`config.mk`:
```
export PLATFORM = sky130hd
export DESIGN_NAME = pipe_draw_scheduler
export DESIGN_NICKNAME = d
export VERILOG_FILES = /design/src/rtl/pipe_draw_scheduler.sv
export SDC_FILE = /design/constraint.sdc
export NUM_CORES = 1
export LEC_CHECK = 0
export CORE_AREA = 2 2 127 129
export DETAILED_ROUTE_END_ITERATION = 10
export DIE_AREA = 0 0 129 131
export PLACE_DENSITY = 0.77
export SLEW_MARGIN = 0
export SYNTH_ARGS = -nofsm -noshare
export SYNTH_HDL_FRONTEND = slang
export SYNTH_SLANG_ARGS = --single-unit
```
`constraint.sdc`:
```
create_clock -name clk -period 2.17 [get_ports clk]
set_input_delay 0.434 -clock clk [delete_from_list [all_inputs] [get_ports clk]]
set_output_delay 0.434 -clock clk [all_outputs]
set_load 0.05 [all_outputs]
```
`src/rtl/pipe_draw_scheduler.sv`:
```
// Per-frame pipe sequencer: erases last frame's pipes, then draws the current ones,
// driving the single pipe drawer once per valid slot.
module pipe_draw_scheduler #(
  parameter int unsigned NUM_PIPES = 3,
  parameter int unsigned COORD_W   = 11
) (
  input  logic                         clk,
  input  logic                         reset,
  input  logic                         frame_start,
  input  logic [NUM_PIPES*COORD_W-1:0] pipe_xs,
  input  logic [NUM_PIPES*COORD_W-1:0] pipe_ys,
  input  logic [NUM_PIPES-1:0]         pipe_valid,
  output logic                         drv_enable,
  input  logic                         drv_done,
  output logic [COORD_W-1:0]           drv_x,
  output logic [COORD_W-1:0]           drv_y,
  output logic                         pixel_color,
  output logic                         busy,
  output logic                         frame_done
);

  localparam int unsigned IDX_W = (NUM_PIPES > 1) ? $clog2(NUM_PIPES) : 1;
  localparam int unsigned BUS_W = NUM_PIPES * COORD_W;
  localparam logic [IDX_W-1:0] LAST_IDX = IDX_W'(NUM_PIPES - 1);

  typedef enum logic [2:0] {
    S_IDLE, S_ERASE_SEL, S_ERASE_RUN, S_DRAW_SEL, S_DRAW_RUN, S_DONE
  } state_t;

  state_t                r_state, w_state_nxt;
  logic [IDX_W-1:0]      r_idx, w_idx_nxt;
  logic [BUS_W-1:0]      r_cur_xs, r_cur_ys, r_prev_xs, r_prev_ys;
  logic [NUM_PIPES-1:0]  r_cur_valid, r_prev_valid;
  logic [COORD_W-1:0]    r_drv_x, r_drv_y, w_drv_x_nxt, w_drv_y_nxt;
  logic                  r_color, w_color_nxt;
  logic                  w_snap, w_commit;
  logic [31:0]           w_off;
  logic                  w_last;

  assign w_off  = 32'(r_idx) * 32'(COORD_W);
  assign w_last = (r_idx == LAST_IDX);

  // State and datapath registers
  always_ff @(posedge clk) begin
    if (reset) begin
      r_state      <= S_IDLE;
      r_idx        <= '0;
      r_cur_xs     <= '0;
      r_cur_ys     <= '0;
      r_cur_valid  <= '0;
      r_prev_xs    <= '0;
      r_prev_ys    <= '0;
      r_prev_valid <= '0;
      r_drv_x      <= '0;
      r_drv_y      <= '0;
      r_color      <= 1'b0;
    end else begin
      r_state <= w_state_nxt;
      r_idx   <= w_idx_nxt;
      r_drv_x <= w_drv_x_nxt;
      r_drv_y <= w_drv_y_nxt;
      r_color <= w_color_nxt;
      if (w_snap) begin
        r_cur_xs    <= pipe_xs;
        r_cur_ys    <= pipe_ys;
        r_cur_valid <= pipe_valid;
      end
      if (w_commit) begin
        r_prev_xs    <= r_cur_xs;
        r_prev_ys    <= r_cur_ys;
        r_prev_valid <= r_cur_valid;
      end
    end
  end

  // Next-state and slot selection
  always_comb begin
    w_state_nxt = r_state;
    w_idx_nxt   = r_idx;
    w_drv_x_nxt = r_drv_x;
    w_drv_y_nxt = r_drv_y;
    w_color_nxt = r_color;
    w_snap      = 1'b0;
    w_commit    = 1'b0;
    case (r_state)
      S_IDLE: begin
        if (frame_start) begin
          w_snap      = 1'b1;
          w_idx_nxt   = '0;
          w_state_nxt = S_ERASE_SEL;
        end
      end
      S_ERASE_SEL: begin
        if (r_prev_valid[r_idx]) begin
          w_drv_x_nxt = r_prev_xs[w_off +: COORD_W];
          w_drv_y_nxt = r_prev_ys[w_off +: COORD_W];
          w_color_nxt = 1'b0;
          w_state_nxt = S_ERASE_RUN;
        end else if (w_last) begin
          w_idx_nxt   = '0;
          w_state_nxt = S_DRAW_SEL;
        end else begin
          w_idx_nxt = r_idx + IDX_W'(1);
        end
      end
      S_ERASE_RUN: begin
        if (drv_done) begin
          if (w_last) begin
            w_idx_nxt   = '0;
            w_state_nxt = S_DRAW_SEL;
          end else begin
            w_idx_nxt   = r_idx + IDX_W'(1);
            w_state_nxt = S_ERASE_SEL;
          end
        end
      end
      S_DRAW_SEL: begin
        if (r_cur_valid[r_idx]) begin
          w_drv_x_nxt = r_cur_xs[w_off +: COORD_W];
          w_drv_y_nxt = r_cur_ys[w_off +: COORD_W];
          w_color_nxt = 1'b1;
          w_state_nxt = S_DRAW_RUN;
        end else if (w_last) begin
          w_idx_nxt   = '0;
          w_state_nxt = S_DONE;
        end else begin
          w_idx_nxt = r_idx + IDX_W'(1);
        end
      end
      S_DRAW_RUN: begin
        if (drv_done) begin
          if (w_last) begin
            w_idx_nxt   = '0;
            w_state_nxt = S_DONE;
          end else begin
            w_idx_nxt   = r_idx + IDX_W'(1);
            w_state_nxt = S_DRAW_SEL;
          end
        end
      end
      S_DONE: begin
        w_commit    = 1'b1;
        w_state_nxt = S_IDLE;
      end
      default: w_state_nxt = S_IDLE;
    endcase
  end

  // Enable drops the cycle after drv_done so the drawer does not restart
  assign drv_enable  = (r_state == S_ERASE_RUN) || (r_state == S_DRAW_RUN);
  assign busy        = (r_state != S_IDLE);
  assign frame_done  = (r_state == S_DONE);
  assign drv_x       = r_drv_x;
  assign drv_y       = r_drv_y;
  assign pixel_color = r_color;

endmodule

```
Word-level counts from Yosys, hierarchy flattened
Cells that the tools add are included.

operators by class
  multiplexer cells = 32
  add/subtract/negate cells = 1
  multipliers = 1
  reductions and logical operators = 9
  order comparisons = 1
  equal/unequal tests = 16
  shifts and indexed selects = 4

operators with widths
  kind                   count
  $shiftx A33 B7 Y11     4
  $mux W11               4
  $pmux W11 S2           2
  $mux W3                8
  $pmux W3 S5            1
  $ne A2 B2 Y1 const B   7
  $mux W2                6
  $reduce_and A5 Y1      2
  $pmux W2 S4            1
  $mux W1                7
  $eq A3 B2 Y1 const B   2
  $eq A3 B3 Y1 const B   2
  $mul A2 B4 Y6 const B  1
  $ne A3 B3 Y1 const B   2
  $bmux W1 S2            2
  $reduce_bool A4 Y1     1
  $eq A3 B1 Y1 const B   1
  $logic_not A3 Y1       1
  $lt A2 B3 Y1 const B   1
  $reduce_and A3 Y1      1
  $reduce_bool A3 Y1     1
  $add A2 B1 Y2 const B  1
  $eq A2 B2 Y1 const B   1
  $ne A2 B1 Y1 const B   1
  other kinds (4)        4

word-level totals
  logic and storage cells = 75
  bits of input ports = 73
  output and inout bits = 26
  flip-flop bits (word level) = 166

Longest topological paths before layout
Gate-level depths: netlist (run 1).

  depth after elaboration = 4
  gate-level depth with buffers = 8
  mapped depth without buffers = 5

Least setup slack after synthesis (run 1)
Ideal clock, no wire load.

  path type = register -> output
  start = register r_state[1]
  end = output frame_done
  required time = 1.736 ns
  arrival time = 1.552 ns
  slack = 0.184 ns
  cell stages (with the launch flop) = 6
  buffers on the path = 2
  cell sequence = dfxtp_1 -> buf_2 -> nor2b_1 -> nand2_1 -> inv_2 -> clkbuf_1

on the way
  word-level cells in the longest chain between the ends = 1

ends and longest elaborated chain
  item                      line  text
  start: declaration        30    state_t r_state, w_state_nxt;
  start signal: assignment  58    r_state <= w_state_nxt;
  $eq A3 B3 Y1              152   assign frame_done = (r_state == S_DONE);
  end: declaration          19    output logic frame_done

No other way between the ends.

Worst setup path in the final report (run 1)
  start = register r_drv_x[9], in the netlist drv_x[9]
  end = output drv_x[9]

RTL lines
  item                      line  text
  start: declaration        34    logic [COORD_W-1:0] r_drv_x, r_drv_y, w_drv_x_nxt, w_drv_y_nxt;
  start signal: assignment  60    r_drv_x <= w_drv_x_nxt;
  end: declaration          15    output logic [COORD_W-1:0] drv_x,

No word-level cell between the ends.

==> run metrics, run 1 <==
commonest non-fill, non-tap cells in the layout=321 x nand2_1, 166 x dfxtp_1, 164 x a21oi_1; fillers=1407; number of global-route vias before repair=5748; Clock Tree Buf Depth=2; Final setup viols=0; average cell area after synthesis=7.97 um^2; Final Max Tran Viols=0; Root Buffer=clkbuf_16; largest net degree at the start of global routing=70; sw power=1900 uW; Total GRT Usage=21.7%; slew margin rel.=49.8%; Reg power frac=44.8%; Post-Place Worst Slack=93.4 ps; Worst-Margin Slew=752 ps; Period minus WS final=2070 ps; clock slew at reported path FFs=70 ps; die width=129 um; Sink Count=166; Peak VDD IR=0.683 mV; status=completed; CP Launch Type=flop; Netlist Area Pre-Place=6850 um^2; Final Wtd Congestion=0.820; PwrDens=842 nW/um^2; Post-CTS Resized=0; vias per inst=5.29; DRT Pass-1 Iters=8; row count=46; TritonCTS Buffers=17; P&R area growth vs syn=27.0%; CP Class=flop to primary output; max frequency=484 MHz; Synth top area share=48.5%; fin worst setup slack=104 ps; Unique masters post-synth=37; setup bufs post-CTS=0; Gate Count Post-Synth=859; Die H=131 um; H-tree levels=4; hold-fix buffers at CTS=0; Util after Layout=55.8%; CP Max Fanout=2; clk_lat worst skew=430 ps; number of top-level pins=99; synth top area cells=dfxtp_1 49%, nand2_1 18%, a21oi_1 12%, mux4_2 7.2%, clkbuf_1 2.8%; share of cells above drive strength 1=10.2%; diodes inserted=0; Sw Share=25.9%; number of max-cap violations=0; Yosys warning count=0; starting density of the core=43.9%; Iter 0 DRT Violations=474; P_int=5430 uW; HP Class=flop to flop; TNS Setup=0 ps; fin cells=1164; slowest CP cell=clkdlybuf4s50_1; clock network fraction of design power=43.1%; port bufs=98; Hold Slack=454 ps; WL per Instance=14.9 um; Bufs and invs on worst path=1; Vias=6154; Setup crit end kind=primary output; DP Cell Count=1132; period utilization=95.2%; Logic pwr share=12.0%; Core ar.=15600 um^2; Congestion Overflow GR=0; TritonCTS clock tree=yes; Layout Nets=1008; Final Skew=9.17 ps; Fin. Hold Viols=0; WP data arrival=1630 ps; final WL=17300 um; antenna violations before repair=0; first-pass GRT wire length=28700 um; leakage=0.00294 uW; DP Wirelength=11300 um; die area=16900 um^2; most common cell after layout, fill and taps aside=nand2_1; Critical Path RT=1740 ps; Synth area leader=dfxtp_1; top cell family by delay on the critical path=buffers and inverters; Syn Nets=932; #FFs+latches synth=166; DRC=0; Seq/Total Area, Yosys=48.5%; unrepaired setup endpoints after global routing=false; antenna-violating nets left=0; CP max stage delay=820 ps; worst-path cell chain=clkdlybuf4s50_1
[worst paths after layout]
check | start | depth (start not counted) | end | slack (ps)
worst min register to register | r_prev_xs[15] | 2 | r_prev_xs[15] | 450
worst min-delay path | r_prev_xs[15] | 2 | r_prev_xs[15] | 450
worst max-delay path | drv_x[9] | 1 | drv_x[9] | 100
worst max register to register | r_idx[1] | 6 | r_idx[0] | 260
[cell usage after synthesis]
cell	number
o22ai_1	1
inv_1	3
a211o_1	1
mux2_1	1
and4b_1	1
buf_4	3
nor3_1	25
o22a_1	1
mux2i_1	3
or3_1	1
a21oi_1	164
o41ai_1	1
o211ai_2	1
clkbuf_1	52
and3b_1	1
nand2_1	323
a211oi_1	21
nand2b_1	2
dfxtp_1	166
buf_2	13
a31oi_1	1
nand3b_1	3
xnor2_1	1
nor2b_1	4
inv_2	1
mux4_2	22
nor2_1	27
a22oi_1	1
or3b_2	1
nand3_1	2
buf_6	3
nand4b_2	1
and2_1	1
o311a_1	1
o21ai_0	4
o31ai_1	1
a221o_1	1
[kinds of logic (layout without fill, tap and decap cells)]
family / count (synthesis) / count (layout) / share of synthesized area, %
buffers and inverters: 75 / 164 / 4.84
DFF: 166 / 166 / 48.5
muxes: 26 / 26 / 7.84
and+or+nand+nor: 392 / 392 / 22.8
AOI/OAI and AO/OA: 199 / 199 / 15.8
xor gates and xnor gates: 1 / 1 / 0.128
[area by class of cell]
class                      instances  area, um^2  area share (%)
sequential                       166        3320            38.2
multi-input combinational        618        3210            36.9
timing repair buffer             128        1260            14.5
clock buffer                      19         453            5.21
tap                              216         270            3.11
clock inverter                    13         170            1.96
inverter                           4        15.0           0.173
[sequential cells by signal, indices dropped and copies added, names as in the netlist]
| register | cells |
|---|---|
| drv_x | 11 |
| drv_y | 11 |
| pixel_color | 1 |
| r_cur_valid | 3 |
| r_cur_xs | 33 |
| r_cur_ys | 33 |
| r_idx | 2 |
| r_prev_valid | 3 |
| r_prev_xs | 33 |
| r_prev_ys | 33 |
| r_state | 3 |
[worst reg2reg max path, cell delays in order (launching register included)]
cell and delay (ps):
dfxtp_1 510, nor2b_1 340, a221o_1 250, and4b_1 220, buf_4 210, nor2_1 70, o31ai_1 210
[power groups by stage]
stage	logic (uW)	registers (uW)	clock network, uW
after CTS	884	3280	3190
after global placement	867	3350	0
after floorplan	474	3390	0
final	881	3280	3160
after global routing	969	3300	3320
after detailed placement	879	3350	0
[per-layer routing]
layer | vias to the layer above | global-route usage, % | share of wire [%]
met5 | - | 0 | 0
met4 | 0 | 7.48 | 1.9
met3 | 25 | 4.89 | 6.2
met2 | 209 | 35.5 | 49
met1 | 2894 | 28.6 | 43
li1 | 3026 | - | -
[stage by stage]
| stage | cell area (um^2) | power [uW] |
|---|---|---|
| floorplan | 6850 | 3860 |
| global placement | 8070 | 4210 |
| detailed placement | 8070 | 4230 |
| CTS | 8690 | 7360 |
| global route | 8700 | 7580 |
| finish | 8700 | 7320 |
(Power assumes the default switching activity.)
==> inputs of run 2 (changes only) <==
==> config.mk (replaced) <==
export PLATFORM = sky130hd
export DESIGN_NAME = pipe_draw_scheduler
export DESIGN_NICKNAME = d
export VERILOG_FILES = /design/src/rtl/pipe_draw_scheduler.sv
export SDC_FILE = /design/constraint.sdc
export NUM_CORES = 1
export LEC_CHECK = 0
export CELL_PAD_IN_SITES_DETAIL_PLACEMENT = 0
export CELL_PAD_IN_SITES_GLOBAL_PLACEMENT = 2
export CORE_AREA = 2 2 150 152
export DETAILED_ROUTE_END_ITERATION = 10
export DIE_AREA = 0 0 152 154
export PLACE_DENSITY = 0.89
export SLEW_MARGIN = 20
export SYNTH_ARGS = -nofsm -noshare
export SYNTH_HDL_FRONTEND = slang
export SYNTH_SLANG_ARGS = --single-unit
==> run 2 against run 1 <==
Against the previous run:
- cell area grew 1.7%
- worst setup slack worse by 2.7 ps
- via count decreased by 2.9%
- critical path depth did not move
- sequential cell count is the same
- hold slack worse by 2.4 ps
- sequential power barely moved
- final cell count up 5.3%
==> run metrics, run 2 (synthesized netlist as in run 1, its figures left out) <==
status=completed; number of global-route vias before repair=5660 (-1.5%); Final setup viols=0 (unchanged); diodes inserted=0 (unchanged); r2r endpoint=drv_x[2]; Worst Hold End=r_prev_ys[2]; clock slew at reported path FFs=60 ps (about the same); Layout Nets=1008 (unchanged); r2r startpoint=r_idx[0]; DP Wirelength=12900 um (+14%); number of max-cap violations=0 (unchanged); most common cell after layout, fill and taps aside=nand2_1; HP Class=flop to flop; max frequency=483 MHz (-0.13%); reg2reg path depth=6 (unchanged); largest net degree at the start of global routing=55 (-21%); number of top-level pins=99 (unchanged); Sink Count=166 (unchanged); Core ar.=21700 um^2 (+39%); Root Buffer=clkbuf_16; Period minus WS final=2070 ps (+2.68 ps); starting density of the core=31.6% (-12 points); PwrDens=832 nW/um^2 (-1.2%); Vias=5976 (-2.9%); hold path start=r_prev_ys[2]; die width=152 um (+18%); slew margin rel.=61.7% (+12 points); final WL=19300 um (+11%); vias per inst=4.87 (-7.8%); period utilization=95.3% (+0.12 points); first-pass GRT wire length=30700 um (+7.0%); CP max stage delay=830 ps (about the same); setup bufs post-CTS=0 (unchanged); antenna violations before repair=0 (unchanged); Bufs and invs on worst path=1 (unchanged); Final Max Tran Viols=0 (unchanged); hold-fix buffers at CTS=0 (unchanged); H-tree levels=4 (unchanged); DRC=0 (unchanged); commonest non-fill, non-tap cells in the layout=321 x nand2_1, 166 x dfxtp_1, 164 x a21oi_1; TNS Setup=0 ps (unchanged); CP Max Fanout=2 (unchanged); share of cells above drive strength 1=10.1% (-0.084 points); row count=54 (+17%); slowest CP cell=clkdlybuf4s50_1; CP Launch Type=flop; DRT Pass-1 Iters=5 (-3); die area=23400 um^2 (+39%); Peak VDD IR=0.475 mV (-30%); Die H=154 um (+18%); Final Skew=14.0 ps (+4.84 ps); unrepaired setup endpoints after global routing=false; TritonCTS clock tree=yes; reg2reg setup slack=280 ps (+20 ps); port bufs=98 (unchanged); top cell family by delay on the critical path=buffers and inverters; P&R area growth vs syn=29.1%; leakage=0.00296 uW (+0.45%); Congestion Overflow GR=0 (unchanged); WL per Instance=15.7 um (+5.8%); hold depth=2 (unchanged); CP Class=flop to primary output; Clock Tree Buf Depth=2 (unchanged); Post-CTS Resized=0 (unchanged); Worst-Margin Slew=574 ps (-178 ps); Iter 0 DRT Violations=334 (-30%); Total GRT Usage=16.5% (-5.2 points); worst-path cell chain=clkdlybuf4s50_1; Final Wtd Congestion=0.826 (+0.79%); Critical Path RT=1740 ps (about the same); clk_lat worst skew=430 ps (about the same); WP data arrival=1640 ps (about the same); antenna-violating nets left=0 (unchanged); TritonCTS Buffers=17 (unchanged); Hold Slack=452 ps (-2.42 ps); Fin. Hold Viols=0 (unchanged); Setup crit end kind=primary output
==> run 2: power breakdown <==
part	internal (uW)	leakage [uW]	switching, uW	total (uW)
registers	3180	0.00135	113	3290
clock network	1920	0.000285	1240	3150
logic	381	0.00132	530	911
==> run 2: worst register-to-register path: cells and delay by family (launching register included) <==
kind	cells	cell delay, ps
and+or+nand+nor	3	470
AOI/OAI and AO/OA	1	390
DFF	1	350
muxes	1	340
buffers and inverters	1	210
==> run 2: stage by stage <==
step / setup slack, ps / cells / instance area (um^2) / power (uW) / utilization, %
after floorplan: 184 / 859 / 6850 / 3860 / -
after global placement: 173 / 1196 / 8220 / 4280 / 37.9
after detailed placement: 145 / 1196 / 8220 / 4280 / 37.9
after CTS: 5.61 / 1226 / 8830 / 7440 / 40.7
after global routing: 36.1 / 1226 / 8840 / 7650 / 40.8
final: 101 / 1226 / 8840 / 7360 / 40.8
==> run 2: worst max-delay path by stage <==
stage                          start         end  slack, ps  depth (start not counted)
after global routing      r_state[2]  frame_done         40                          5
after floorplan           r_state[1]  frame_done        180                          5
after detailed placement    drv_done  r_state[2]        140                          6
after global placement      drv_done  r_state[2]        170                          6
after CTS                 r_state[2]  frame_done          6                          5
final                       drv_x[3]    drv_x[3]        100                          1
==> run 2: cell type report <==
type,count,area [um^2]
Tap cell,280,350
Timing Repair Buffer,128,1340
Sequential cell,166,3320
Inverter,4,15.0
Fill cell,2207,12800
Clock buffer,18,429
Clock inverter,12,178
Multi-Input combinational cell,618,3210
==> run 2: per-layer routing <==
layer	track usage [%]	vias up	part of all wire (%)
met3	3.33	11	3.7
li1	-	3032	-
met1	21.2	2819	46
met5	0	-	0
met2	28.3	114	50
met4	4.23	0	0.94
==> inputs of run 3 (changes only) <==
--- a/config.mk
+++ b/config.mk
@@ -7,9 +7,9 @@
 export LEC_CHECK = 0
 export CELL_PAD_IN_SITES_DETAIL_PLACEMENT = 0
 export CELL_PAD_IN_SITES_GLOBAL_PLACEMENT = 2
-export CORE_AREA = 2 2 150 152
+export CORE_AREA = 2 2 178 128
 export DETAILED_ROUTE_END_ITERATION = 10
-export DIE_AREA = 0 0 152 154
+export DIE_AREA = 0 0 180 130
 export PLACE_DENSITY = 0.89
 export SLEW_MARGIN = 20
 export SYNTH_ARGS = -nofsm -noshare
==> run 3 against run 2 <==
Against the previous run:
- core utilization decreased by 0.47 points
- critical endpoint is now drv_y[10]
- maximum frequency decreased by 2.1%
- combinational power increased by 3.5%
- largest cell class unchanged
==> run metrics, run 3 (synthesized netlist as in run 1, its figures left out) <==
DP Wirelength=13000 um (+0.12%); Worst-Margin Slew=788 ps (+214 ps); Clock Tree Buf Depth=2 (unchanged); Critical Path RT=1740 ps (about the same); Layout Nets=1011 (+0.30%); Peak VDD IR=0.554 mV (+17%); max frequency=473 MHz (-2.1%); TNS Setup=0 ps (unchanged); DP Cell Count=1207 (+0.92%); vias per inst=4.81 (-1.4%); leakage=0.00297 uW (+0.54%); CP Launch Type=flop; starting density of the core=31.2% (-0.35 points); P_int=5270 uW (-3.7%); Root Buffer=clkbuf_16; Sink Count=166 (unchanged); HP Class=flop to flop; Vias=5954 (-0.37%); Iter 0 DRT Violations=422 (+26%); share of cells above drive strength 1=10.6% (+0.47 points); row count=46 (-15%); top cell family by delay on the critical path=buffers and inverters; die width=180 um (+18%); worst-path cell chain=clkdlybuf4s50_1; clock slew at reported path FFs=60 ps (about the same); WL per Instance=15.7 um (-0.19%); diodes inserted=0 (unchanged); H-tree levels=4 (unchanged); fin worst setup slack=56.5 ps (-44.4 ps); hold-fix buffers at CTS=0 (unchanged); Final Skew=10.3 ps (-3.69 ps); WP data arrival=1680 ps (+40 ps); fin cells=1239 (+1.1%); number of global-route vias before repair=5529 (-2.3%); Period minus WS final=2110 ps (+44.4 ps); CP Class=flop to primary output; port bufs=98 (unchanged); commonest non-fill, non-tap cells in the layout=321 x nand2_1, 166 x dfxtp_1, 164 x a21oi_1; reg2reg setup slack=230 ps (-50 ps); DRT Pass-1 Iters=5 (unchanged); slowest CP cell=clkdlybuf4s50_1; CP Max Fanout=2 (unchanged); antenna-violating nets left=0 (unchanged); antenna violations before repair=0 (unchanged); largest net degree at the start of global routing=70 (+27%); fillers=2236 (+1.3%); Bufs and invs on worst path=1 (unchanged); Post-Place Worst Slack=146 ps (+1.43 ps); period utilization=97.4% (+2.0 points); TritonCTS Buffers=17 (unchanged); Total GRT Usage=17.1% (+0.58 points); clk_lat worst skew=430 ps (about the same); P&R area growth vs syn=29.0% (about the same); Die H=130 um (-16%); final WL=19500 um (+0.87%); Core ar.=21900 um^2 (+1.1%); number of top-level pins=99 (unchanged); unrepaired setup endpoints after global routing=false; die area=23400 um^2 (about the same); DRC=0 (unchanged); Final Wtd Congestion=0.794 (-3.9%); first-pass GRT wire length=31200 um (+1.6%); most common cell after layout, fill and taps aside=nand2_1; slew margin rel.=47.4% (-14 points); Congestion Overflow GR=0 (unchanged); Setup crit end kind=primary output; status=completed; PwrDens=815 nW/um^2 (-2.0%); Reg power frac=45.6% (+0.8 points); CP max stage delay=850 ps (+20 ps); Sw Share=26.8% (+1.3 points); TritonCTS clock tree=yes; Fin. Hold Viols=0 (unchanged); sw power=1930 uW (+2.8%); number of max-cap violations=0 (unchanged); Logic pwr share=13.1% (+0.7 points); Final Max Tran Viols=0 (unchanged); Final setup viols=0 (unchanged); clock network fraction of design power=41.3% (-1.6 points)
## run 3: cell count changes in the layout (fill, tap and decap cells not counted), sizes merged
cell / before / now
clkinv: 2 / 6
bufinv: 4 / 2
inv: 6 / 9
clkbuf: 18 / 17
clkinvlp: 4 / 2
buf: 34 / 37
## run 3: worst min-delay path, delay by kind of cell (launching register included)
kind / cells / cell delay [ps]
AO/OA/AOI/OAI: 1 / 50
flip-flops: 1 / 310
AND/OR/NAND/NOR: 1 / 50
## run 3: area by class of cell
type	count	area [um^2]	share of cell area [%]
clock buffers	17	425	4.81
clock inverters	15	149	1.68
inverters	4	15.0	0.170
multi-input cells	618	3210	36.3
flip-flops and latches	166	3320	37.6
well taps	288	360	4.08
repair buffers	131	1360	15.3
## run 3: timing repair
| action | in CTS | in global routing |
|---|---|---|
| gates resized for setup | 1 | 1 |
| setup endpoints to repair | 1 | 1 |
| gates cloned | 0 | 0 |
| setup buffers | 0 | 0 |
## run 3: final timing paths
kind	cells past startpoint	startpoint	endpoint
hold reg to reg	2	r_prev_ys[1]	r_prev_ys[1]
setup / recovery	1	drv_y[10]	drv_y[10]
setup reg to reg	7	r_idx[0]	r_idx[1]
hold / removal	2	r_prev_ys[1]	r_prev_ys[1]
## run 3: per-layer routing
metal | global-route usage, % | up-vias | routed length (um)
li1 | - | 3042 | -
met1 | 25.3 | 2792 | 10400
met2 | 25.1 | 107 | 8190
met3 | 3.35 | 13 | 685
met4 | 4.93 | 0 | 189
met5 | 0 | - | 0
## run 3: per-stage QoR
step | utilization, % | area [um^2] | total power, uW | hold slack, ps
finish | 40.3 | 8840 | 7210 | 452
global route | 40.3 | 8840 | 7520 | 468
CTS | 40.3 | 8840 | 7290 | 453
detailed placement | 37.7 | 8260 | 4310 | 443
global placement | 37.7 | 8260 | 4300 | 439
floorplan | - | 6850 | 3860 | 432
## run 3: power by group through the flow
stage | registers, uW | logic [uW] | clock network, uW
2_1_floorplan | 3390 | 474 | 0
3_3_place_gp | 3350 | 949 | 0
3_5_place_dp | 3350 | 954 | 0
4_1_cts | 3280 | 958 | 3040
5_1_grt | 3300 | 1040 | 3180
6_report | 3280 | 943 | 2980
